## src/rtl/decode.sv

```systemverilog
// decode: buffers 16-bit instruction words from fetch in a small FIFO, splits
// them into opcode/operand fields and presents them to execute from registers.
// Optional feature macro: DECODE_ILLEGAL_TRAP_EN (illegal opcodes become NOP
// and raise a sticky o_illegal flag).
module decode #(
    parameter int unsigned WORD_WIDTH = 16,
    parameter int unsigned FIFO_DEPTH = 4
) (
    input  logic                          i_clk,
    input  logic                          i_rst_n,
    input  logic                          i_flush,
    input  logic                          i_stall,
    input  logic                          i_mult_cycle,
    input  logic [WORD_WIDTH-1:0]         i_instr,
    input  logic                          i_valid,
    output logic                          o_ready,
    output logic [3:0]                    o_opcode,
    output logic [5:0]                    o_operand1,
    output logic [5:0]                    o_operand2,
    output logic [$clog2(FIFO_DEPTH):0]   o_level,
    output logic                          o_illegal
);

    localparam int unsigned PTR_W = $clog2(FIFO_DEPTH);
    localparam int unsigned LVL_W = PTR_W + 1;

    logic [WORD_WIDTH-1:0] mem [FIFO_DEPTH];
    logic [PTR_W-1:0]      wr_ptr;
    logic [PTR_W-1:0]      rd_ptr;
    logic [LVL_W-1:0]      count;

    logic                  push;
    logic                  pop;
    logic                  adv;
    logic                  empty;
    logic [WORD_WIDTH-1:0] head;
    logic [3:0]            opcode_nxt;
    logic [5:0]            operand1_nxt;
    logic [5:0]            operand2_nxt;
    logic                  head_illegal;

    // Handshake and advance control; o_ready depends on the count only
    always_comb begin
        o_ready = (count != LVL_W'(FIFO_DEPTH));
        adv     = !i_stall && !i_mult_cycle;
        empty   = (count == '0);
        push    = i_valid && o_ready && !i_flush;
        pop     = adv && !empty;
        head    = mem[rd_ptr];
    end

    // Field split of the head entry, with bubble insertion when empty
    always_comb begin
        opcode_nxt   = 4'h0;
        operand1_nxt = 6'h0;
        operand2_nxt = 6'h0;
        head_illegal = !(head[15:12] inside {4'h0, 4'hB, 4'hD, 4'hF});
        if (!empty) begin
            opcode_nxt   = head[15:12];
            operand1_nxt = head[11:6];
            operand2_nxt = head[5:0];
`ifdef DECODE_ILLEGAL_TRAP_EN
            if (head_illegal) begin
                opcode_nxt   = 4'h0;
                operand1_nxt = 6'h0;
                operand2_nxt = 6'h0;
            end
`endif
        end
    end

    // Instruction storage; contents need no reset
    always_ff @(posedge i_clk) begin
        if (push) begin
            mem[wr_ptr] <= i_instr;
        end
    end

    // Pointers and occupancy; flush empties the buffer
    always_ff @(posedge i_clk or negedge i_rst_n) begin
        if (!i_rst_n) begin
            wr_ptr <= '0;
            rd_ptr <= '0;
            count  <= '0;
        end else if (i_flush) begin
            wr_ptr <= '0;
            rd_ptr <= '0;
            count  <= '0;
        end else begin
            if (push) wr_ptr <= wr_ptr + PTR_W'(1);
            if (pop)  rd_ptr <= rd_ptr + PTR_W'(1);
            count <= count + LVL_W'(push) - LVL_W'(pop);
        end
    end

    // Registered fields to execute: hold while stalled, bubble when empty
    always_ff @(posedge i_clk or negedge i_rst_n) begin
        if (!i_rst_n) begin
            o_opcode   <= 4'h0;
            o_operand1 <= 6'h0;
            o_operand2 <= 6'h0;
        end else if (i_flush) begin
            o_opcode   <= 4'h0;
            o_operand1 <= 6'h0;
            o_operand2 <= 6'h0;
        end else if (adv) begin
            o_opcode   <= opcode_nxt;
            o_operand1 <= operand1_nxt;
            o_operand2 <= operand2_nxt;
        end
    end

    assign o_level = count;

`ifdef DECODE_ILLEGAL_TRAP_EN
    // Sticky illegal flag; only reset clears it, flush does not
    always_ff @(posedge i_clk or negedge i_rst_n) begin
        if (!i_rst_n) begin
            o_illegal <= 1'b0;
        end else if (!i_flush && pop && head_illegal) begin
            o_illegal <= 1'b1;
        end
    end
`else
    assign o_illegal = 1'b0;
    logic unused_head_illegal;
    assign unused_head_illegal = head_illegal;
`endif

endmodule
```

## config.mk

```make
export PLATFORM = sky130hd
export DESIGN_NAME = decode
export DESIGN_NICKNAME = d
export VERILOG_FILES = /design/src/rtl/decode.sv
export SDC_FILE = /design/constraint.sdc
export NUM_CORES = 1
export LEC_CHECK = 0
export CAP_MARGIN = 20
export CORE_ASPECT_RATIO = 0.6
export CORE_UTILIZATION = 46
export DETAILED_ROUTE_END_ITERATION = 6
export PLACE_DENSITY = 0.75
export REMOVE_ABC_BUFFERS = 1
export SYNTH_ARGS = -nofsm -noshare
export SYNTH_HDL_FRONTEND = slang
export SYNTH_SLANG_ARGS = --single-unit
```

## constraint.sdc

```tcl
create_clock -name i_clk -period 5.5 [get_ports i_clk]
set_clock_uncertainty 0.05 [all_clocks]
set_input_delay 1.1 -clock i_clk [delete_from_list [all_inputs] [get_ports i_clk]]
set_output_delay 1.1 -clock i_clk [all_outputs]
set_load 0.01 [all_outputs]
```

# Yosys cells after proc, flatten, opt, wreduce, memory -nomap -nowiden
# Memory sizes are Yosys's and may differ from the RTL's.
# Index checks and enable logic that the tools add are counted.
# classes
addsub	4
eq_ne	1
mux	16
n_reduce_logical	12
# ops
cell	count
$mux 6	6
$mux 4	3
$mux 2	4
$reduce_bool 2->1	3
$add 2x1->2 const B	2
$logic_and 1x1->1	4
$logic_not 1->1	4
$add 3x1->3	1
$logic_not 3->1	1
$mux 3	1
$ne 3x3->1 const B	1
$sub 3x1->3	1
$mux 1	2
# totals
register_bits	23
ramBits	64
inputBits	22
output_inout_bits	21
elab_cells	40
memories	1
# memory_table
name	words	word_bits	rd	rd_clocked_by_memory_dff	write_ports	line_no	source
mem	4	16	1	0	1	27	logic [WORD_WIDTH-1:0] mem [FIFO_DEPTH];

# Longest topological paths before layout
# Gate-level depths: netlist of the first run.
# logic_depth
word_depth	6
depth_mapped	10
ltp_nobuf	10

# Worst setup path before layout of the first run
# Ideal clock, no wire load.
# synth_path
path_type	input-to-reg
startpoint	input port i_flush
endpoint	register count[2], in the netlist o_level[2]
setup_time_ns	0.123
arrival_ns	2.670
required_ns	5.327
slack_ns	2.657
cell_stages	10
n_path_buf	1
path_cell_list	buf_2 > nor3_1 > inv_1 > ha_1 > inv_1 > ha_1 > inv_1 > fa_1 > xnor2_1 > nor2_1
# synth_via
elab_chain_cells	5
# synth_lines
item	line_no	source
start: declaration	11	input logic i_flush,
$logic_not 1->1	47	push = i_valid && o_ready && !i_flush;
$logic_and 1x1->1	47	
$add 3x1->3	92	count <= count + LVL_W'(push) - LVL_W'(pop);
$sub 3x1->3	92	
$mux 3 *	85	end else if (i_flush) begin
end signal: assignment	92	
end: declaration	30	logic [LVL_W-1:0] count;
# Mark *: on every way between the ends. The rest lies on a longest branch, timed or not.
# A chain may end at the register's enable or synchronous reset.

# Final worst setup path of the first run
# Ends and elaborated chain as after synthesis.

==> flow_metrics.env, run 1 <==
export IMPL_powerDensity_nw_per_um2=399
export IMPL_grt_usage_pct=17.2
export IMPL_synth_common_cells="64 x edfxtp_1, 23 x dfrtp_1, 16 x a22o_1"
export IMPL_synth_top_area_share_pct=56.3
export IMPL_finalHoldViolCount=0
export IMPL_seq_area_frac_synth_pct=73.2
export IMPL_yosysMostFrequentCell="edfxtp_1"
export IMPL_grt_pass1_wl_um=8990
export IMPL_drive_gt1_share_pct=12.2
export IMPL_drtPass1Iterations=4
export IMPL_relSlewSlack_pct=36.4
export IMPL_synth_top_cell_by_area="edfxtp_1"
export IMPL_clock_latency_ns=0.34
export IMPL_die_y_um=68.7
export IMPL_cts_htree_levels=3
export IMPL_outcome="completed"
export IMPL_period_share_pct=57.7
export IMPL_cp_required_ns=5.66
export IMPL_clockBufferDepth=2
export IMPL_maxCapViolCount=0
export IMPL_critPathArrivalTime_ns=3.33
export IMPL_antennaDiodeCount=0
export IMPL_portBuffers=41
export IMPL_cts_num_sinks=87
export IMPL_vias_per_cell=5.46
export IMPL_cts_clk_slew_worst_paths_ns=0.06
export IMPL_die_w_um=113
export IMPL_ys_seq_elements=87
export IMPL_cp_max_fo=10
export IMPL_core_area_um2=6910
export IMPL_stdcell_count=309
export IMPL_clock_fmax_mhz=315
export IMPL_async_flop_share_pct=26.4
export IMPL_synth_cell_types=31
export IMPL_antenna_left=0
export IMPL_grt_pass1_vias=1645
export IMPL_cts_tree="done"
export IMPL_syn_inst=171
export IMPL_place_gp_congestion=0.706
export IMPL_drv_slew=0
export IMPL_dp_cells=293
export IMPL_ir_drop_uv=270
export IMPL_p_leak_nw=1.54
export IMPL_root_buffer="clkbuf_16"
export IMPL_final_setup_tns_ns=0
export IMPL_die_area_um2=7780
export IMPL_io_pin_count=43
export IMPL_ys_warn_count=0
export IMPL_vias=1688
export IMPL_fillerInstances=490
export IMPL_hold_buffers=0
export IMPL_initial_utilization_pct=49.4
export IMPL_cts_made_buffers=9
export IMPL_yosys_top_cells_area="edfxtp_1 56%, dfrtp_1 17%, mux4_1 6.9%"
export IMPL_min_period_ns=3.17
export IMPL_wl_per_cell_um=18.7
export IMPL_slowest_stage="clkdlybuf4s50_1"
export IMPL_fin_nets=247
export IMPL_hold_path_class="reg -> reg"
export IMPL_antenna_found_initial=0
export IMPL_post_dp_hpwl_um=3690
export IMPL_post_place_ws_ns=1.97
export IMPL_grt_max_degree=20
export IMPL_drtIter0Drc=110
export IMPL_cp_end_kind="register"
export IMPL_worst_pin_slew_ns=0.947
export IMPL_start_kind="primary input"
export IMPL_syn_cell_area_um2=3410
export IMPL_grt_overflow=0
export IMPL_postCtsSetupRepairBufs=0
export IMPL_setup_violations=0
export IMPL_routed_wl_um=5780
export IMPL_fin_ws_ns=2.33
export IMPL_synth_avg_cell_area_um2=20.0
export IMPL_synth_edf_count=64
export IMPL_synth_ff_type="edfxtp_1"
export IMPL_cts_resized=0
export IMPL_rsz0062_at_grt="no"
export IMPL_drc=0
export IMPL_worst_path_most_repeated_cell="inv_1"
export IMPL_fp_row_count=23
export IMPL_crit_path_max_incr_delay_ns=0.62
export IMPL_worstPathCellList="clkdlybuf4s50_1 > nor3_1 > inv_1 > ha_1 > inv_1 > ha_1 > inv_1 > fa_1 > xnor2_1 > nor2_1"
export IMPL_total_power_mw=1.70
export IMPL_syn_to_final_growth_pct=24.8
export IMPL_path_class="in -> reg"
-- cell type report --
class,count,area (um2),area share (%)
well taps,87,109,2.56
multi-input cells,68,820,19.3
clock inverters,4,95.1,2.23
inverters,8,32.5,0.764
flip-flops and latches,87,2500,58.7
repair buffers,44,460,10.8
clock buffers,11,243,5.70
-- final timing paths --
check / start / endpoint / slack [ns] / cells after the start
min reg2reg: o_operand2[2] / o_operand2[2] / 0.45 / 1
max in group asynchronous: i_rst_n / o_operand1[5] / 3.86 / 2
max: i_flush / o_level[2] / 2.33 / 10
min in group asynchronous: i_rst_n / o_operand1[4] / 1.06 / 1
min: o_operand2[2] / o_operand2[2] / 0.45 / 1
max reg2reg: o_level[1] / o_level[2] / 3.18 / 10
-- logic make-up (layout without fill, tap and decap cells) --
| kind of cell | Yosys count | count (layout) | share of synthesized area, % |
|---|---|---|---|
| buffers and inverters | 16 | 67 | 2.79 |
| other | 1 | 1 | 0.110 |
| adder cells (fa/ha/maj) | 7 | 7 | 2.79 |
| flip-flops | 87 | 87 | 73.2 |
| AO/OA/AOI/OAI | 24 | 24 | 5.46 |
| AND/OR/NAND/NOR | 18 | 18 | 3.59 |
| multiplexers | 16 | 16 | 11.6 |
| XOR/XNOR | 2 | 2 | 0.513 |
-- cells in the final DEF, fill, tap and decap left out, types with 2 or more instances in the layout --
| cell type | count |
|---|---|
| o21ai_0 | 2 |
| clkdlybuf4s50_1 | 41 |
| nand3_1 | 2 |
| mux4_2 | 7 |
| bufinv_16 | 3 |
| dfrtp_1 | 23 |
| nor3_1 | 2 |
| and2_1 | 4 |
| ha_1 | 6 |
| a22o_1 | 16 |
| clkbuf_16 | 9 |
| nor2_1 | 4 |
| mux4_1 | 9 |
| inv_1 | 7 |
| edfxtp_1 | 64 |
| a21oi_1 | 4 |
-- metrics by stage --
step / util, % / instance area [um2] / hold slack (ns)
CTS: 61.2 / 4230 / 0.452
detailed placement: 56.3 / 3890 / 0.439
finish: 61.6 / 4260 / 0.447
global route: 61.6 / 4260 / 0.465
floorplan: - / 3350 / 0.483
global placement: 56.1 / 3880 / 0.434
-- layer usage --
layer	vias up	GRT usage, %	part of all wire [%]
met5	-	0	0
met4	0	6.91	1.2
met3	7	8.48	6.9
met2	50	25.3	44
met1	852	22.1	47
li1	779	-	-
-- worst max-delay path: cells and delay by family --
| family | cells | cell delay [ns] |
|---|---|---|
| AND/OR/NAND/NOR | 2 | 0.48 |
| XOR/XNOR | 1 | 0.16 |
| adder cells (fa/ha/maj) | 3 | 0.77 |
| buffers and inverters | 4 | 0.80 |
-- state kept, by name, indices dropped and copies added (netlist names) --
register and flops:
rd_ptr 2, wr_ptr 2, mem 64, o_operand1 6
o_level 3, o_opcode 4, o_operand2 6
-- where the power goes --
group	total, mW	internal [mW]	leakage [nW]	switching [mW]
sequential	0.784	0.753	0.896	0.0313
combinational	0.233	0.127	0.475	0.106
clock	0.680	0.452	0.166	0.227
Power figures use the tool's default switching activity.
==> run 2, diff against run 1 <==
==> constraint.sdc (replaced) <==
create_clock -name i_clk -period 3 [get_ports i_clk]
set_clock_uncertainty 0.05 [all_clocks]
set_input_delay 0.6 -clock i_clk [delete_from_list [all_inputs] [get_ports i_clk]]
set_output_delay 0.6 -clock i_clk [all_outputs]
set_load 0.01 [all_outputs]
==> run 2 against run 1 <==
Net effect: setup slack lost 1.8 ns; register-to-register slack got worse by 2.5 ns; utilization decreased by 0.87 points; cell count is 2.6% higher; sequential share of layout area rose by 0.84 points; first-iteration DRC count decreased by 42%; die area stayed put; wire length down 1.5%; critical path type is now reg -> out.
==> flow_metrics.env, run 2 (same netlist as run 1, synthesis figures left out) <==
export IMPL_ir_drop_uv=445
export IMPL_cp_max_fo=5
export IMPL_r2r_end="o_level[2]"
export IMPL_period_share_pct=83.7
export IMPL_postLayoutCellArea_um2=4200
export IMPL_hp_start="o_opcode[1]"
export IMPL_cts_htree_levels=3
export IMPL_hold_path_class="reg -> reg"
export IMPL_fin_nets=254
export IMPL_cp_required_ns=2.35
export IMPL_clockBufferDepth=2
export IMPL_cts_tree="done"
export IMPL_cts_num_sinks=87
export IMPL_critPathArrivalTime_ns=1.86
export IMPL_grt_pass1_vias=1698
export IMPL_drc=0
export IMPL_rsz0062_at_grt="no"
export IMPL_fillerInstances=506
export IMPL_antenna_found_initial=0
export IMPL_powerDensity_nw_per_um2=673
export IMPL_antennaDiodeCount=0
export IMPL_vias_per_cell=5.42
export IMPL_drtPass1Iterations=4
export IMPL_worst_pin_slew_ns=0.881
export IMPL_grt_max_degree=24
export IMPL_antenna_left=0
export IMPL_placed_cell_area_um2=3940
export IMPL_root_buffer="clkbuf_16"
export IMPL_cts_clk_slew_worst_paths_ns=0.06
export IMPL_finalHoldViolCount=0
export IMPL_min_period_ns=2.51
export IMPL_final_setup_tns_ns=0
export IMPL_top_register="mem"
export IMPL_die_y_um=68.7
export IMPL_wl_per_cell_um=18.0
export IMPL_grt_usage_pct=16.8
export IMPL_final_common_cell="edfxtp_1"
export IMPL_fin_hold_ws_ns=0.452
export IMPL_vias=1717
export IMPL_relSlewSlack_pct=41.3
export IMPL_fp_row_count=23
export IMPL_portBuffers=41
export IMPL_drtIter0Drc=64
export IMPL_postCtsSetupRepairBufs=0
export IMPL_path_class="reg -> out"
export IMPL_layout_common_cells="64 x edfxtp_1, 41 x clkdlybuf4s50_1, 23 x dfrtp_1, 16 x a22o_1, 10 x buf_4"
export IMPL_hold_buffers=0
export IMPL_clock_latency_ns=0.34
export IMPL_die_area_um2=7780
export IMPL_io_pin_count=43
export IMPL_largest_register_ffs=64
export IMPL_min_to="o_opcode[1]"
export IMPL_p_leak_nw=1.52
export IMPL_die_w_um=113
export IMPL_syn_to_final_growth_pct=23.0
export IMPL_cp_end_kind="output port"
export IMPL_place_gp_congestion=0.727
export IMPL_initial_utilization_pct=49.4
export IMPL_drive_gt1_share_pct=13.0
export IMPL_routed_wl_um=5700
export IMPL_clock_fmax_mhz=398
export IMPL_rr_startpoint="o_level[1]"
export IMPL_outcome="completed"
export IMPL_holdPathStages=1
export IMPL_cts_resized=0
export IMPL_r2r_slack_ns=0.72
export IMPL_core_area_um2=6910
export IMPL_drv_slew=0
export IMPL_crit_start="o_level[1]"
export IMPL_maxCapViolCount=0
export IMPL_cts_made_buffers=9
export IMPL_post_dp_hpwl_um=3540
export IMPL_start_kind="register"
export IMPL_setup_violations=0
export IMPL_grt_pass1_wl_um=8950
export IMPL_grt_overflow=0
export IMPL_reg_top3="mem x64, o_operand1 x6, o_operand2 x6"
export IMPL_rr_worst_depth=9
[run 2: cell types whose count changed in the layout (fill, tap and decap cells not counted)]
cell / change
clkbuf_1: +5
buf_8: -1
bufinv_16: -3
clkbuf_8: -1
buf_16: -1
buf_4: +9
[run 2: through the flow]
step	total power [mW]	utilization (%)	std cells	worst slack [ns]
after floorplan	1.69	-	163	0.814
after global placement	1.88	57.1	301	0.323
after detailed placement	1.89	57.1	301	0.272
after CTS	2.85	60.8	317	0.479
after global routing	2.96	60.8	317	0.363
final	2.83	60.8	317	0.488
[run 2: area by class of cell]
type,instances,area [um2],share of cell area [%]
Sequential cell,87,2500,59.5
Tap cell,87,109,2.59
Timing Repair Buffer,51,485,11.6
Inverter,8,32.5,0.775
Clock buffer,15,248,5.90
Clock inverter,1,5.00,0.119
Multi-Input combinational cell,68,820,19.5
[run 2: worst max-delay path by stage]
| stage | to | slack (ns) | cells past startpoint |
|---|---|---|---|
| floorplan | o_level[2] | 0.81 | 10 |
| global placement | o_level[2] | 0.32 | 11 |
| detailed placement | o_level[2] | 0.27 | 11 |
| CTS | o_ready | 0.48 | 3 |
| global route | o_ready | 0.36 | 3 |
| finish | o_ready | 0.49 | 3 |
[run 2: layer usage]
| layer | up-vias | share of wire (%) | GRT usage [%] |
|---|---|---|---|
| met2 | 50 | 44 | 25.6 |
| met5 | - | 0 | 0 |
| li1 | 794 | - | - |
| met3 | 10 | 5.4 | 6.56 |
| met4 | 0 | 1.3 | 6.91 |
| met1 | 863 | 49 | 22.1 |
[run 2: report_power, final]
part	internal, mW	leakage (nW)	switching (mW)
logic	0.230	0.503	0.181
registers	1.38	0.896	0.0691
clock network	0.561	0.122	0.405
[run 2: critical path, cell delays in order (launching register included)]
cell             delay [ns]
dfrtp_1                0.47
nor3b_1                0.42
inv_1                  0.14
clkdlybuf4s50_1        0.50
==> run 3, diff against run 2 <==
==> constraint.sdc (replaced) <==
create_clock -name i_clk -period 2.6 [get_ports i_clk]
set_clock_uncertainty 0.05 [all_clocks]
set_input_delay 0.52 -clock i_clk [delete_from_list [all_inputs] [get_ports i_clk]]
set_output_delay 0.52 -clock i_clk [all_outputs]
set_load 0.01 [all_outputs]
==> run 3 against run 2 <==
Net effect: design area up 1.7%; combinational power up 22%; first-iteration DRC count up 39%; cell count up 1.6%; register-to-register slack worse by 0.42 ns; non-clock buffer count up 5; wire length up 7.3%.
==> flow_metrics.env, run 3 (same netlist as run 1, synthesis figures left out) <==
export IMPL_drive_gt1_share_pct=16.6
export IMPL_fin_ws_ns=0.148
export IMPL_drtPass1Iterations=4
export IMPL_cts_clk_slew_worst_paths_ns=0.06
export IMPL_final_common_cell="edfxtp_1"
export IMPL_drc=0
export IMPL_postLayoutCellArea_um2=4270
export IMPL_critPathArrivalTime_ns=1.88
export IMPL_largest_register_ffs=64
export IMPL_total_power_mw=3.36
export IMPL_initial_utilization_pct=49.4
export IMPL_grt_pass1_wl_um=9270
export IMPL_cp_max_fo=5
export IMPL_place_gp_congestion=0.737
export IMPL_post_place_ws_ns=-0.0504
export IMPL_reg_top3="mem x64, o_operand1 x6, o_operand2 x6"
export IMPL_post_dp_hpwl_um=3760
export IMPL_vias=1757
export IMPL_fp_row_count=23
export IMPL_relSlewSlack_pct=50.1
export IMPL_drtIter0Drc=89
export IMPL_clock_fmax_mhz=408
export IMPL_dp_cells=306
export IMPL_grt_usage_pct=17.5
export IMPL_start_kind="register"
export IMPL_worst_pin_slew_ns=0.748
export IMPL_vias_per_cell=5.46
export IMPL_cts_num_sinks=87
export IMPL_finalHoldViolCount=0
export IMPL_setup_violations=0
export IMPL_antenna_left=0
export IMPL_die_area_um2=7780
export IMPL_cp_required_ns=2.03
export IMPL_top_register="mem"
export IMPL_drv_slew=0
export IMPL_clock_latency_ns=0.33
export IMPL_routed_wl_um=6110
export IMPL_io_pin_count=43
export IMPL_powerDensity_nw_per_um2=786
export IMPL_hold_buffers=0
export IMPL_stdcell_count=322
export IMPL_cts_tree="done"
export IMPL_syn_to_final_growth_pct=25.1
export IMPL_postCtsSetupRepairBufs=0
export IMPL_cp_end_kind="output port"
export IMPL_clockBufferDepth=2
export IMPL_outcome="completed"
export IMPL_p_leak_nw=1.56
export IMPL_maxCapViolCount=0
export IMPL_portBuffers=41
export IMPL_ir_drop_uv=410
export IMPL_cts_htree_levels=3
export IMPL_antenna_found_initial=0
export IMPL_layout_common_cells="64 x edfxtp_1, 41 x clkdlybuf4s50_1, 23 x dfrtp_1, 16 x a22o_1, 15 x buf_4"
export IMPL_antennaDiodeCount=0
export IMPL_grt_max_degree=24
export IMPL_grt_pass1_vias=1751
export IMPL_grt_overflow=0
export IMPL_rsz0062_at_grt="no"
export IMPL_period_share_pct=94.3
export IMPL_min_period_ns=2.45
export IMPL_die_w_um=113
export IMPL_hold_path_class="reg -> reg"
export IMPL_core_area_um2=6910
export IMPL_placed_cell_area_um2=3980
export IMPL_fin_nets=259
export IMPL_path_class="reg -> out"
export IMPL_fin_util_pct=61.8
export IMPL_cts_made_buffers=9
export IMPL_cts_resized=0
export IMPL_die_y_um=68.7
export IMPL_wl_per_cell_um=19.0
export IMPL_root_buffer="clkbuf_16"
==> run 3: per-layer routing <==
| layer | up-vias | global-route usage [%] | wire length, um |
|---|---|---|---|
| met4 | 0 | 9.38 | 88 |
| li1 | 807 | - | - |
| met5 | - | 0 | 0 |
| met2 | 46 | 27.7 | 2910 |
| met3 | 11 | 5.33 | 293 |
| met1 | 893 | 22.3 | 2820 |
==> run 3: worst max-delay path, stage by stage (launching register included) <==
cell	delay [ns]
dfrtp_1	0.46
nor3b_1	0.44
inv_1	0.13
clkdlybuf4s50_1	0.51
==> run 3: final cells by class <==
| type | count | area (um2) |
|---|---|---|
| Clock inverter | 3 | 16.3 |
| Timing Repair Buffer | 56 | 523 |
| Sequential cell | 87 | 2500 |
| Clock buffer | 13 | 270 |
| Tap cell | 87 | 109 |
| Fill cell | 509 | 2640 |
| Inverter | 8 | 32.5 |
| Multi-Input combinational cell | 68 | 820 |
==> run 3: worst paths after layout <==
path,start,end,slack [ns],depth (start not counted)
worst max-delay path,o_level[1],o_ready,0.15,3
worst min-delay path,o_opcode[2],o_opcode[2],0.45,1
worst max register to register,o_level[1],o_level[2],0.30,10
worst min register to register,o_opcode[2],o_opcode[2],0.45,1
max in group asynchronous,i_rst_n,o_opcode[3],1.75,2
min in group asynchronous,i_rst_n,o_operand2[2],0.50,2
==> run 3: report_power, final <==
part,switching (mW),total [mW],internal [mW]
combinational,0.230,0.501,0.272
clock,0.475,1.20,0.720
sequential,0.0664,1.66,1.59
total,0.771,3.36,2.58
==> run 3: metrics by stage <==
stage	hold WS, ns	setup TNS, ns
CTS	0.453	0
floorplan	0.174	0
detailed placement	0.441	-0.0504
finish	0.453	0
global route	0.471	0
global placement	0.436	0
